==> src/rtl/noc_edge_endpoint.sv <==
// noc_edge_endpoint
//   Credit-based peer for one mesh edge port of the noc top. It injects user
//   flits into the noc within the credits the noc returns, and it buffers the
//   flits the noc emits in a small FIFO, returning one credit for every flit
//   the user consumes.
//
// Ports
//   clk, rst_n                       clock, asynchronous active-low reset
//   link_flit_out/_wr                flit and write strobe into the noc (registered)
//   link_credit_in                   credit pulse returned by the noc
//   link_flit_in/_wr                 flit and write strobe from the noc
//   link_credit_out                  credit pulse to the noc, one per RX pop (registered)
//   tx_flit, tx_valid, tx_ready      user TX handshake
//   rx_flit, rx_valid, rx_ready      user RX handshake, first-word fall-through
//   tx_credits                       current TX credit count
//   link_err                         sticky: [0] RX overflow, [1] credit overflow
//   stat_clr, tx_flit_cnt, rx_flit_cnt   statistics
//
// Build option
//   LINK_STATS_EN  when defined, tx_flit_cnt/rx_flit_cnt are saturating 16-bit
//                  counters cleared by stat_clr; otherwise both read 0.

module noc_edge_endpoint #(
  parameter int unsigned FW = 36,
  parameter int unsigned B  = 4,
  parameter int unsigned CW = $clog2(B + 1)
) (
  input  logic          clk,
  input  logic          rst_n,
  output logic [FW-1:0] link_flit_out,
  output logic          link_flit_out_wr,
  input  logic          link_credit_in,
  input  logic [FW-1:0] link_flit_in,
  input  logic          link_flit_in_wr,
  output logic          link_credit_out,
  input  logic [FW-1:0] tx_flit,
  input  logic          tx_valid,
  output logic          tx_ready,
  output logic [FW-1:0] rx_flit,
  output logic          rx_valid,
  input  logic          rx_ready,
  output logic [CW-1:0] tx_credits,
  output logic [1:0]    link_err,
  input  logic          stat_clr,
  output logic [15:0]   tx_flit_cnt,
  output logic [15:0]   rx_flit_cnt
);

  localparam int unsigned PW = (B > 1) ? $clog2(B) : 1;
  localparam logic [CW-1:0] CNT_ONE = CW'(1);
  localparam logic [CW-1:0] CNT_MAX = CW'(B);

  // ---------------------------------------------------------------- TX path
  logic [CW-1:0] credits;
  logic          send;
  logic          err_credit;

  assign tx_ready   = (credits != '0);
  assign send       = tx_valid && tx_ready;
  assign tx_credits = credits;

  always_ff @(posedge clk or negedge rst_n) begin
    if (!rst_n) begin
      link_flit_out    <= '0;
      link_flit_out_wr <= 1'b0;
      credits          <= CNT_MAX;
      err_credit       <= 1'b0;
    end else begin
      link_flit_out_wr <= send;
      if (send) link_flit_out <= tx_flit;
      // A send and a returned credit in the same cycle cancel out.
      unique case ({send, link_credit_in})
        2'b10: credits <= credits - CNT_ONE;
        2'b01: begin
          if (credits == CNT_MAX) err_credit <= 1'b1;
          else                    credits    <= credits + CNT_ONE;
        end
        default: ;
      endcase
    end
  end

  // ---------------------------------------------------------------- RX path
  logic [FW-1:0] mem [B];
  logic [PW-1:0] rd_ptr, wr_ptr;
  logic [CW-1:0] occ;
  logic          pop, full, wr_acc;
  logic          err_rx;

  function automatic logic [PW-1:0] ptr_inc(input logic [PW-1:0] p);
    return (p == PW'(B - 1)) ? '0 : p + PW'(1);
  endfunction

  assign rx_valid = (occ != '0);
  assign rx_flit  = mem[rd_ptr];
  assign pop      = rx_valid && rx_ready;
  assign full     = (occ == CNT_MAX);
  // A pop in the same cycle frees the head slot, so a write to a full FIFO
  // is still accepted (it lands where the popped head was).
  assign wr_acc   = link_flit_in_wr && (!full || pop);

  always_ff @(posedge clk) begin
    if (wr_acc) mem[wr_ptr] <= link_flit_in;
  end

  always_ff @(posedge clk or negedge rst_n) begin
    if (!rst_n) begin
      rd_ptr          <= '0;
      wr_ptr          <= '0;
      occ             <= '0;
      link_credit_out <= 1'b0;
      err_rx          <= 1'b0;
    end else begin
      link_credit_out <= pop;
      if (wr_acc) wr_ptr <= ptr_inc(wr_ptr);
      if (pop)    rd_ptr <= ptr_inc(rd_ptr);
      unique case ({wr_acc, pop})
        2'b10:   occ <= occ + CNT_ONE;
        2'b01:   occ <= occ - CNT_ONE;
        default: ;
      endcase
      if (link_flit_in_wr && !wr_acc) err_rx <= 1'b1;
    end
  end

  assign link_err = {err_credit, err_rx};

  // ------------------------------------------------------------- statistics
`ifdef LINK_STATS_EN
  always_ff @(posedge clk or negedge rst_n) begin
    if (!rst_n) begin
      tx_flit_cnt <= '0;
      rx_flit_cnt <= '0;
    end else if (stat_clr) begin
      tx_flit_cnt <= '0;
      rx_flit_cnt <= '0;
    end else begin
      if (link_flit_out_wr && (tx_flit_cnt != '1)) tx_flit_cnt <= tx_flit_cnt + 16'd1;
      if (wr_acc && (rx_flit_cnt != '1))           rx_flit_cnt <= rx_flit_cnt + 16'd1;
    end
  end
`else
  logic unused_stat_clr;
  assign unused_stat_clr = stat_clr;
  assign tx_flit_cnt     = '0;
  assign rx_flit_cnt     = '0;
`endif

endmodule

==> config.mk <==
export PLATFORM = sky130hd
export DESIGN_NAME = noc_edge_endpoint
export DESIGN_NICKNAME = d
export VERILOG_FILES = /design/src/rtl/noc_edge_endpoint.sv
export SDC_FILE = /design/constraint.sdc
export NUM_CORES = 1
export LEC_CHECK = 0
export ABC_AREA = 1
export CORE_ASPECT_RATIO = 1.5
export CORE_MARGIN = 1
export CORE_UTILIZATION = 53
export CTS_CLUSTER_SIZE = 28
export DETAILED_ROUTE_END_ITERATION = 7
export PLACE_DENSITY = 0.87
export SYNTH_ARGS = -nofsm -noshare
export SYNTH_HDL_FRONTEND = slang
export SYNTH_SLANG_ARGS = --single-unit
export TNS_END_PERCENT = 30
==> constraint.sdc <==
create_clock -name clk -period 4.43 [get_ports clk]
set_clock_uncertainty 0.2 [all_clocks]
set_input_delay 0.443 -clock clk [delete_from_list [all_inputs] [get_ports clk]]
set_output_delay 0.443 -clock clk [all_outputs]
set_load 0.02 [all_outputs]
Word level (Yosys, flattened, before mapping) --
Memory sizes are Yosys's and may differ from the RTL's. Cells that the tools add are included.
Word-level totals: flip-flop bits (word level) 50, RAM bits 144, input bits 79, memories kept 1
Memory list:
- mem | words 4, width 36, rd ports 1, clocked after Yosys merged registers in 0, wr ports 1, line 84 | logic [FW-1:0] mem [B];
Operators by class: add/subtract/negate cells 6, eq/ne operators 9, multiplexer cells 7, reductions and logical operators 13
Operators with widths (count):
- $pmux W3 S2 | 2
- $eq A2 B2 Y1 const B | 4
- $add A3 B1 Y3 const B | 2
- $eq A3 B3 Y1 const B | 2
- $reduce_bool A3 Y1 | 2
- $sub A3 B1 Y3 const B | 2
- $add A2 B1 Y2 const B | 2
- $eq A2 B1 Y1 const B | 2
- $logic_and A1 B1 Y1 | 4
- $mux W2 | 2
- $reduce_and A2 Y1 | 2
- $reduce_bool A2 Y1 | 2
- $mux W3 | 1
- $logic_not A1 Y1 | 2
- $mux W1 | 2
- $ne A2 B2 Y1 const B | 1
- $logic_or A1 B1 Y1 | 1

Logic depth before layout (Yosys ltp) --
Gate-level depths: netlist of the first run.
word-level depth 6, gate-level depth with buffers 12, gate-level depth less buffers 12

Worst setup path before layout of the first run --
No wires, ideal clock.
kind register to register, start register occ[2], end memory mem[0][0], enable pin, setup time 0.429 ns, arrival 2.241 ns, data required time 3.801 ns, setup slack 1.560 ns, cell stages (with the launch flop) 6, path buffers 0, clock period less this slack 2.870 ns, path through dfrtp_1 -> inv_1 -> nor2_1 -> nand2_1 -> nand2_2 -> nor2_1
Between the ends: word-level cells in the longest chain between the ends 6, elaborated cells between the ends (all ways) 8, classes of those cells eq/ne: 1; mux: 2; reduce/logical: 5
Ends and longest elaborated chain:
- start: declaration | line 86 | logic [CW-1:0] occ;
- start signal: assignment | line 118 | 2'b10: occ <= occ + CNT_ONE;
- start signal: assignment | line 119 | 2'b01: occ <= occ - CNT_ONE;
- $eq A3 B3 Y1 or $reduce_bool A3 Y1 (tied branches) | line 97, 94
- $logic_not A1 Y1 or $logic_and A1 B1 Y1 (tied branches) | line 100, 96
- $logic_or A1 B1 Y1 * | line 100 | assign wr_acc = link_flit_in_wr && (!full || pop);
- $logic_and A1 B1 Y1 * | line 100
- $mux W1 * | line 103 | if (wr_acc) mem[wr_ptr] <= link_flit_in;
- $mux W1 (implied by the code) * | line 103
- end: declaration | line 84
Every way passes the cells marked *; elsewhere a longest branch is shown, timed or not.

Final worst setup path of the first run --
start register rd_ptr[0], end output rx_flit[29]
Between the ends: word-level cells in the longest chain between the ends 1
Ends and longest elaborated chain:
- start: declaration | line 85 | logic [PW-1:0] rd_ptr, wr_ptr;
- start signal: assignment | line 116 | if (pop) rd_ptr <= ptr_inc(rd_ptr);
- $mem_v2 Z4 W36
- end: declaration | line 39 | output logic [FW-1:0] rx_flit,
No other way between the ends.

==> flow_summary.json, run 1 <==
{
  "crit_family": "buffers and inverters",
  "critical_path_class": "reg2out",
  "antenna_found_initial": 0,
  "vias": 5075,
  "end_kind": "output pin",
  "core-area_sq_um": 14100,
  "clkTransAtPathRegs_ps": 70,
  "ant_nets": 0,
  "synth_edf_count": 144,
  "internal_power_mw": 4.30,
  "grt_pass1_wl_um": 25400,
  "drv_cap": 0,
  "finalHoldViolCount": 0,
  "yosys_warnings": 0,
  "p_leak_nw": 3.78,
  "setup_viol": 0,
  "num_antenna_cells": 0,
  "grt_max_degree": 75,
  "power_density_nw_per_um2": 700,
  "ys_types": 29,
  "maxSlewHeadroom_pct": 19.3,
  "arrival_ps": 2840,
  "layout_min_cycle_time_ps": 3490,
  "grtUsageTotal_pct": 22.3,
  "cts_buffers": 17,
  "htreeDepth": 4,
  "wl_per_cell_um": 16.7,
  "syn_inst": 621,
  "p_switching_mw": 2.60,
  "critical_path_required_ps": 3790,
  "hpwl_um": 10400,
  "critPathMaxStageDelay_ps": 790,
  "setup_tns_ps": 0,
  "port_buffers": 158,
  "vias_per_cell": 5.22,
  "dr.pass1.iters": 5,
  "p_sw_share_pct": 37.7,
  "rows": 53,
  "die_w_um": 101,
  "holdBufCountCts": 0,
  "reg2regPathDepth": 5,
  "initial_core_util_pct": 54.8,
  "pwr-share-clk_pct": 21.0,
  "combPwrFrac_pct": 41.1,
  "clk_path_buf_depth": 2,
  "num_io_pins": 192,
  "root_buffer": "clkbuf_16",
  "path_cells": "inv_2 > o21ai_0 > o22ai_1 > clkdlybuf4s50_1",
  "clock_latency_ps": 420,
  "gp_congestion": 0.753,
  "synthToLayoutAreaGrowth_pct": 27.2,
  "grt_pass1_vias": 5386,
  "drt_iter0_markers": 198,
  "cts_sinks": 194,
  "path_buf_inv": 2,
  "p_seq_share_pct": 37.9,
  "post_cts_resized": 0,
  "worst_path_max_delay_cell": "inv_2",
  "netlist_area_sq_um": 7750,
  "fin_area_sq_um": 9850,
  "hold_slack_ps": 29.1,
  "status": "finished, final reports clean",
  "wirelength_um": 16300,
  "slew_violations": 0,
  "start_kind": "flip-flop",
  "yosysSeqAreaShare_pct": 72.0,
  "placed_area_sq_um": 9290,
  "die_area_sq_um": 15100,
  "yosysMostFrequentCell": "edfxtp_1",
  "post_cts.repair.setup_buffers": 0,
  "cts_tree": "yes",
  "synth_commonest_cells": "edfxtp_1, nand2_1, nor2_1, o21ai_0, dfrtp_1",
  "worstMarginPinSlew_ps": 1210,
  "rsz0062_at_grt": "false",
  "register_area_sq_um": 5580,
  "synth.area.top_cells": "edfxtp_1, dfrtp_1, nand2_1",
  "fillers": 938,
  "worst_slack_ps": 944,
  "synth-async-reset-ratio_pct": 25.8,
  "yosys_most_used_dff": "edfxtp_1",
  "holdCritPathClass": "in2async",
  "vdd_drop_max_uv": 346,
  "fin_nets": 855,
  "syn-mean-instance-area_sq_um": 12.5,
  "power_mw": 6.90,
  "ys_seq_elements": 194,
  "chipHeight_um": 150,
  "drc": 0,
  "worstPathMaxFanout": 73,
  "cp.depth": 4,
  "fin_crit_sh_pct": 78.7,
  "drive_above_1_share_pct": 7.17,
  "fmax_mhz": 287,
  "synth_top_area_share_pct": 55.8,
  "multi_input_area_sq_um": 1810,
  "grt_overflow_total": 0,
  "pre_cts_slack_ps": 1430,
  "yosys.area.top_type": "edfxtp_1"
}
[metrics by stage]
| stage | utilization, % | std cells |
|---|---|---|
| 3_3_place_gp | 65.8 | 942 |
| 2_1_floorplan | - | 652 |
| 4_1_cts | 69.7 | 973 |
| 3_5_place_dp | 65.8 | 942 |
| 6_report | 69.7 | 973 |
| 5_1_grt | 69.7 | 973 |
[cell usage in the layout (no fill, tap or decap), drive strengths merged]
master,count
clkdlybuf4s50,157
edfxtp,144
nand2,129
nor2,82
o21ai,74
dfrtp,49
o22ai,36
conb,32
inv,27
clkbuf,17
nand3,6
ha,5
a21oi,4
buf,4
xor2,2
nand4,2
o21bai,2
fa,2
clkinvlp,2
clkinv,2
nand3b,2
dfstp,1
[worst paths after layout]
| kind | startpoint | end | slack (ps) |
|---|---|---|---|
| min in group clk | link_flit_out[15] | link_flit_out[15] | 280 |
| min reg2reg | link_flit_out[15] | link_flit_out[15] | 280 |
| min | rst_n | link_flit_out[19] | 30 |
| max in group asynchronous | rst_n | rd_ptr[0] | 3240 |
| max | rd_ptr[0] | rx_flit[29] | 940 |
| max reg2reg | occ[2] | mem[3][26] | 1970 |
[cell families after synthesis]
logic type | after synthesis | synth area share, %
AND/OR/NAND/NOR | 221 | 11.7
flip-flops | 194 | 72.0
AO/OA/AOI/OAI | 116 | 8.14
buffers and inverters | 80 | 6.59
adder cells (fa/ha/maj) | 7 | 1.32
XOR/XNOR | 2 | 0.226
other | 1 | 0.0484
[metal layers]
metal / track usage [%] / up-vias / routed length, um
met2: 40.1 / 228 / 8650
met5: 0 / - / 0
met4: 10.7 / 0 / 409
li1: - / 2381 / -
met3: 6.96 / 32 / 1460
met1: 23.3 / 2434 / 5780
[power by group through the flow]
stage	Combinational, mW	Clock (mW)	Sequential (mW)
floorplan	1.48	0	2.81
global placement	2.74	0	2.62
detailed placement	2.84	0	2.65
CTS	2.86	1.47	2.62
global route	3.07	1.54	2.66
finish	2.84	1.45	2.62
[final cells by class]
cell class / instances / area share, %
well taps: 192 / 2.44
inverters: 17 / 0.673
multi-input cells: 378 / 18.3
flip-flops and latches: 194 / 56.6
repair buffers: 161 / 16.2
clock buffers: 17 / 4.32
clock inverters: 14 / 1.37
[sequential cells by signal (all words and copies together) (netlist names)]
register,count
link_flit_out,36
err_rx,1
tx_credits,3
link_credit_out,1
link_flit_out_wr,1
occ,3
err_credit,1
rd_ptr,2
wr_ptr,2
mem,144
Power figures use the tool's default switching activity.
==> inputs of run 2 (changes only) <==
--- a/config.mk
+++ b/config.mk
@@ -8,10 +8,10 @@
 export ABC_AREA = 1
 export CORE_ASPECT_RATIO = 1.5
 export CORE_MARGIN = 1
-export CORE_UTILIZATION = 53
+export CORE_UTILIZATION = 49
 export CTS_CLUSTER_SIZE = 28
 export DETAILED_ROUTE_END_ITERATION = 7
-export PLACE_DENSITY = 0.87
+export PLACE_DENSITY = 0.82
 export SYNTH_ARGS = -nofsm -noshare
 export SYNTH_HDL_FRONTEND = slang
 export SYNTH_SLANG_ARGS = --single-unit
==> constraint.sdc (replaced) <==
create_clock -name clk -period 3.33 [get_ports clk]
set_clock_uncertainty 0.2 [all_clocks]
set_input_delay 0.333 -clock clk [delete_from_list [all_inputs] [get_ports clk]]
set_output_delay 0.333 -clock clk [all_outputs]
set_load 0.02 [all_outputs]
==> run 2 against run 1 <==
Net effect: flip-flop and latch count stayed put; sequential power is 32% higher; wire length is 4.4% lower; clock-buffer cell count stayed put; die area is 8.0% higher; total power is 34% higher; critical path type unchanged; critical endpoint is now rx_flit[21]; largest power group unchanged.
==> flow_summary.json, run 2 (same netlist as run 1, synthesis figures left out) <==
{
  "status": "finished, final reports clean",
  "internal_power_mw": 5.80,
  "chipHeight_um": 156,
  "dr.pass1.iters": 4,
  "p_leak_nw": 3.85,
  "p_switching_mw": 3.46,
  "holdCritPathClass": "in2async",
  "core-area_sq_um": 15300,
  "htreeDepth": 4,
  "vias": 5017,
  "slew_violations": 0,
  "combPwrFrac_pct": 41.0,
  "end_kind": "output pin",
  "drv_cap": 0,
  "vdd_drop_max_uv": 524,
  "fmax_mhz": 328,
  "power_density_nw_per_um2": 925,
  "register_area_sq_um": 5580,
  "grt_pass1_wl_um": 24800,
  "critical_path_required_ps": 2800,
  "setup_tns_ps": 0,
  "num_io_pins": 192,
  "finalHoldViolCount": 0,
  "clk_path_buf_depth": 2,
  "fin_crit_sh_pct": 91.6,
  "synthToLayoutAreaGrowth_pct": 29.1,
  "worstPathMaxFanout": 74,
  "num_antenna_cells": 0,
  "largest_reg_flops": 144,
  "clkTransAtPathRegs_ps": 70,
  "root_buffer": "clkbuf_16",
  "wirelength_um": 15600,
  "final_cell_mix": "clkdlybuf4s50_1, edfxtp_1, nand2_1",
  "maxSlewHeadroom_pct": 52.2,
  "worstMarginPinSlew_ps": 717,
  "path_cells": "buf_4 > o21ai_0 > o22ai_1 > clkdlybuf4s50_1",
  "wl_per_cell_um": 15.8,
  "drc": 0,
  "grt_overflow_total": 0,
  "grtUsageTotal_pct": 19.9,
  "antenna_found_initial": 0,
  "power_mw": 9.26,
  "vias_per_cell": 5.07,
  "gp_congestion": 0.810,
  "critical_path_class": "reg2out",
  "initial_core_util_pct": 50.7,
  "top_regs": "mem: 144 flops, link_flit_out: 36 flops",
  "regMostFlops": "mem",
  "multi_input_area_sq_um": 1810,
  "start_kind": "flip-flop",
  "fin_nets": 863,
  "setup_viol": 0,
  "mostFrequentLayoutCell": "clkdlybuf4s50_1",
  "ant_nets": 0,
  "grt_pass1_vias": 5073,
  "cts_buffers": 17,
  "p_sw_share_pct": 37.4,
  "die_w_um": 105,
  "cts_tree": "yes",
  "grt_max_degree": 75,
  "pwr-share-clk_pct": 21.6,
  "cts_sinks": 194,
  "clock_latency_ps": 410,
  "p_seq_share_pct": 37.4,
  "hpwl_um": 9760,
  "drt_iter0_markers": 352,
  "critPathMaxStageDelay_ps": 680,
  "port_buffers": 158,
  "rows": 55,
  "drive_above_1_share_pct": 7.97,
  "layout_min_cycle_time_ps": 3050,
  "die_area_sq_um": 16300,
  "worst_path_max_delay_cell": "clkdlybuf4s50_1",
  "post_cts.repair.setup_buffers": 0,
  "rsz0062_at_grt": "false",
  "fillers": 1091,
  "arrival_ps": 2520
}
run 2: final cells by class:
type	count	area share, %
Inverter	17	0.663
Clock buffer	17	4.25
Tap cell	199	2.49
Multi-Input combinational cell	378	18.1
Timing Repair Buffer	169	17.0
Clock inverter	15	1.79
Sequential cell	194	55.8
run 2: layer usage:
layer / up-vias / routed length (um) / GRT usage, % / part of all wire, %
met5: - / 0 / 0 / 0
met1: 2415 / 5900 / 22.8 / 38
li1: 2403 / - / - / -
met2: 191 / 8370 / 35.9 / 54
met3: 8 / 1130 / 5.39 / 7.3
met4: 0 / 174 / 6.64 / 1.1
run 2: repair_timing:
item | 4_1_cts | 5_1_grt
hold buffers | 1 | 0
gates resized for setup | 0 | 0
endpoints found under the hold margin | 19 | 0
setup endpoints to repair | 0 | 0
run 2: final timing paths:
path                                    from           endpoint  slack, ps  cells past startpoint
max reg2reg                    tx_credits[0]      tx_credits[2]       1040                      9
min in group clk                 tx_flit[17]  link_flit_out[17]        250                      3
max                                rd_ptr[0]        rx_flit[21]        280                      4
max in group asynchronous              rst_n   link_flit_out[3]       1950                      3
min reg2reg                link_flit_out[26]  link_flit_out[26]        280                      2
min                                    rst_n  link_flit_out[35]        210                      2
run 2: worst max-delay path: cells and delay by family, from the launching register on:
kind	cells	cell delay (ps)
AO/OA/AOI/OAI	2	460
buffers and inverters	2	1230
flip-flops	1	360
run 2: metrics by stage:
stage                     std cells  hold WS [ps]  util (%)  setup slack (ps)  instance area [sq um]
after floorplan                 652          -163         -               460                   7860
after global placement          956           111      61.4               798                   9390
after detailed placement        956           114      61.4               746                   9390
after CTS                       989           197      65.5               292                  10000
after global routing            989           224      65.5               149                  10000
final                           989           212      65.5               280                  10000
run 2: power by group through the flow:
stage,registers (mW),clock network [mW],logic [mW]
2_1_floorplan,3.73,0,1.96
3_3_place_gp,3.49,0,3.76
3_5_place_dp,3.50,0,3.83
4_1_cts,3.46,2.04,3.84
5_1_grt,3.52,2.16,4.13
6_report,3.46,2.00,3.80
==> inputs of run 3 (changes only) <==
--- a/config.mk
+++ b/config.mk
@@ -12,6 +12,7 @@
 export CTS_CLUSTER_SIZE = 28
 export DETAILED_ROUTE_END_ITERATION = 7
 export PLACE_DENSITY = 0.82
+export SLEW_MARGIN = 0
 export SYNTH_ARGS = -nofsm -noshare
 export SYNTH_HDL_FRONTEND = slang
 export SYNTH_SLANG_ARGS = --single-unit
==> results of run 3 <==
Same layout as run 2: the final DEF is identical, and so are final timing and power.
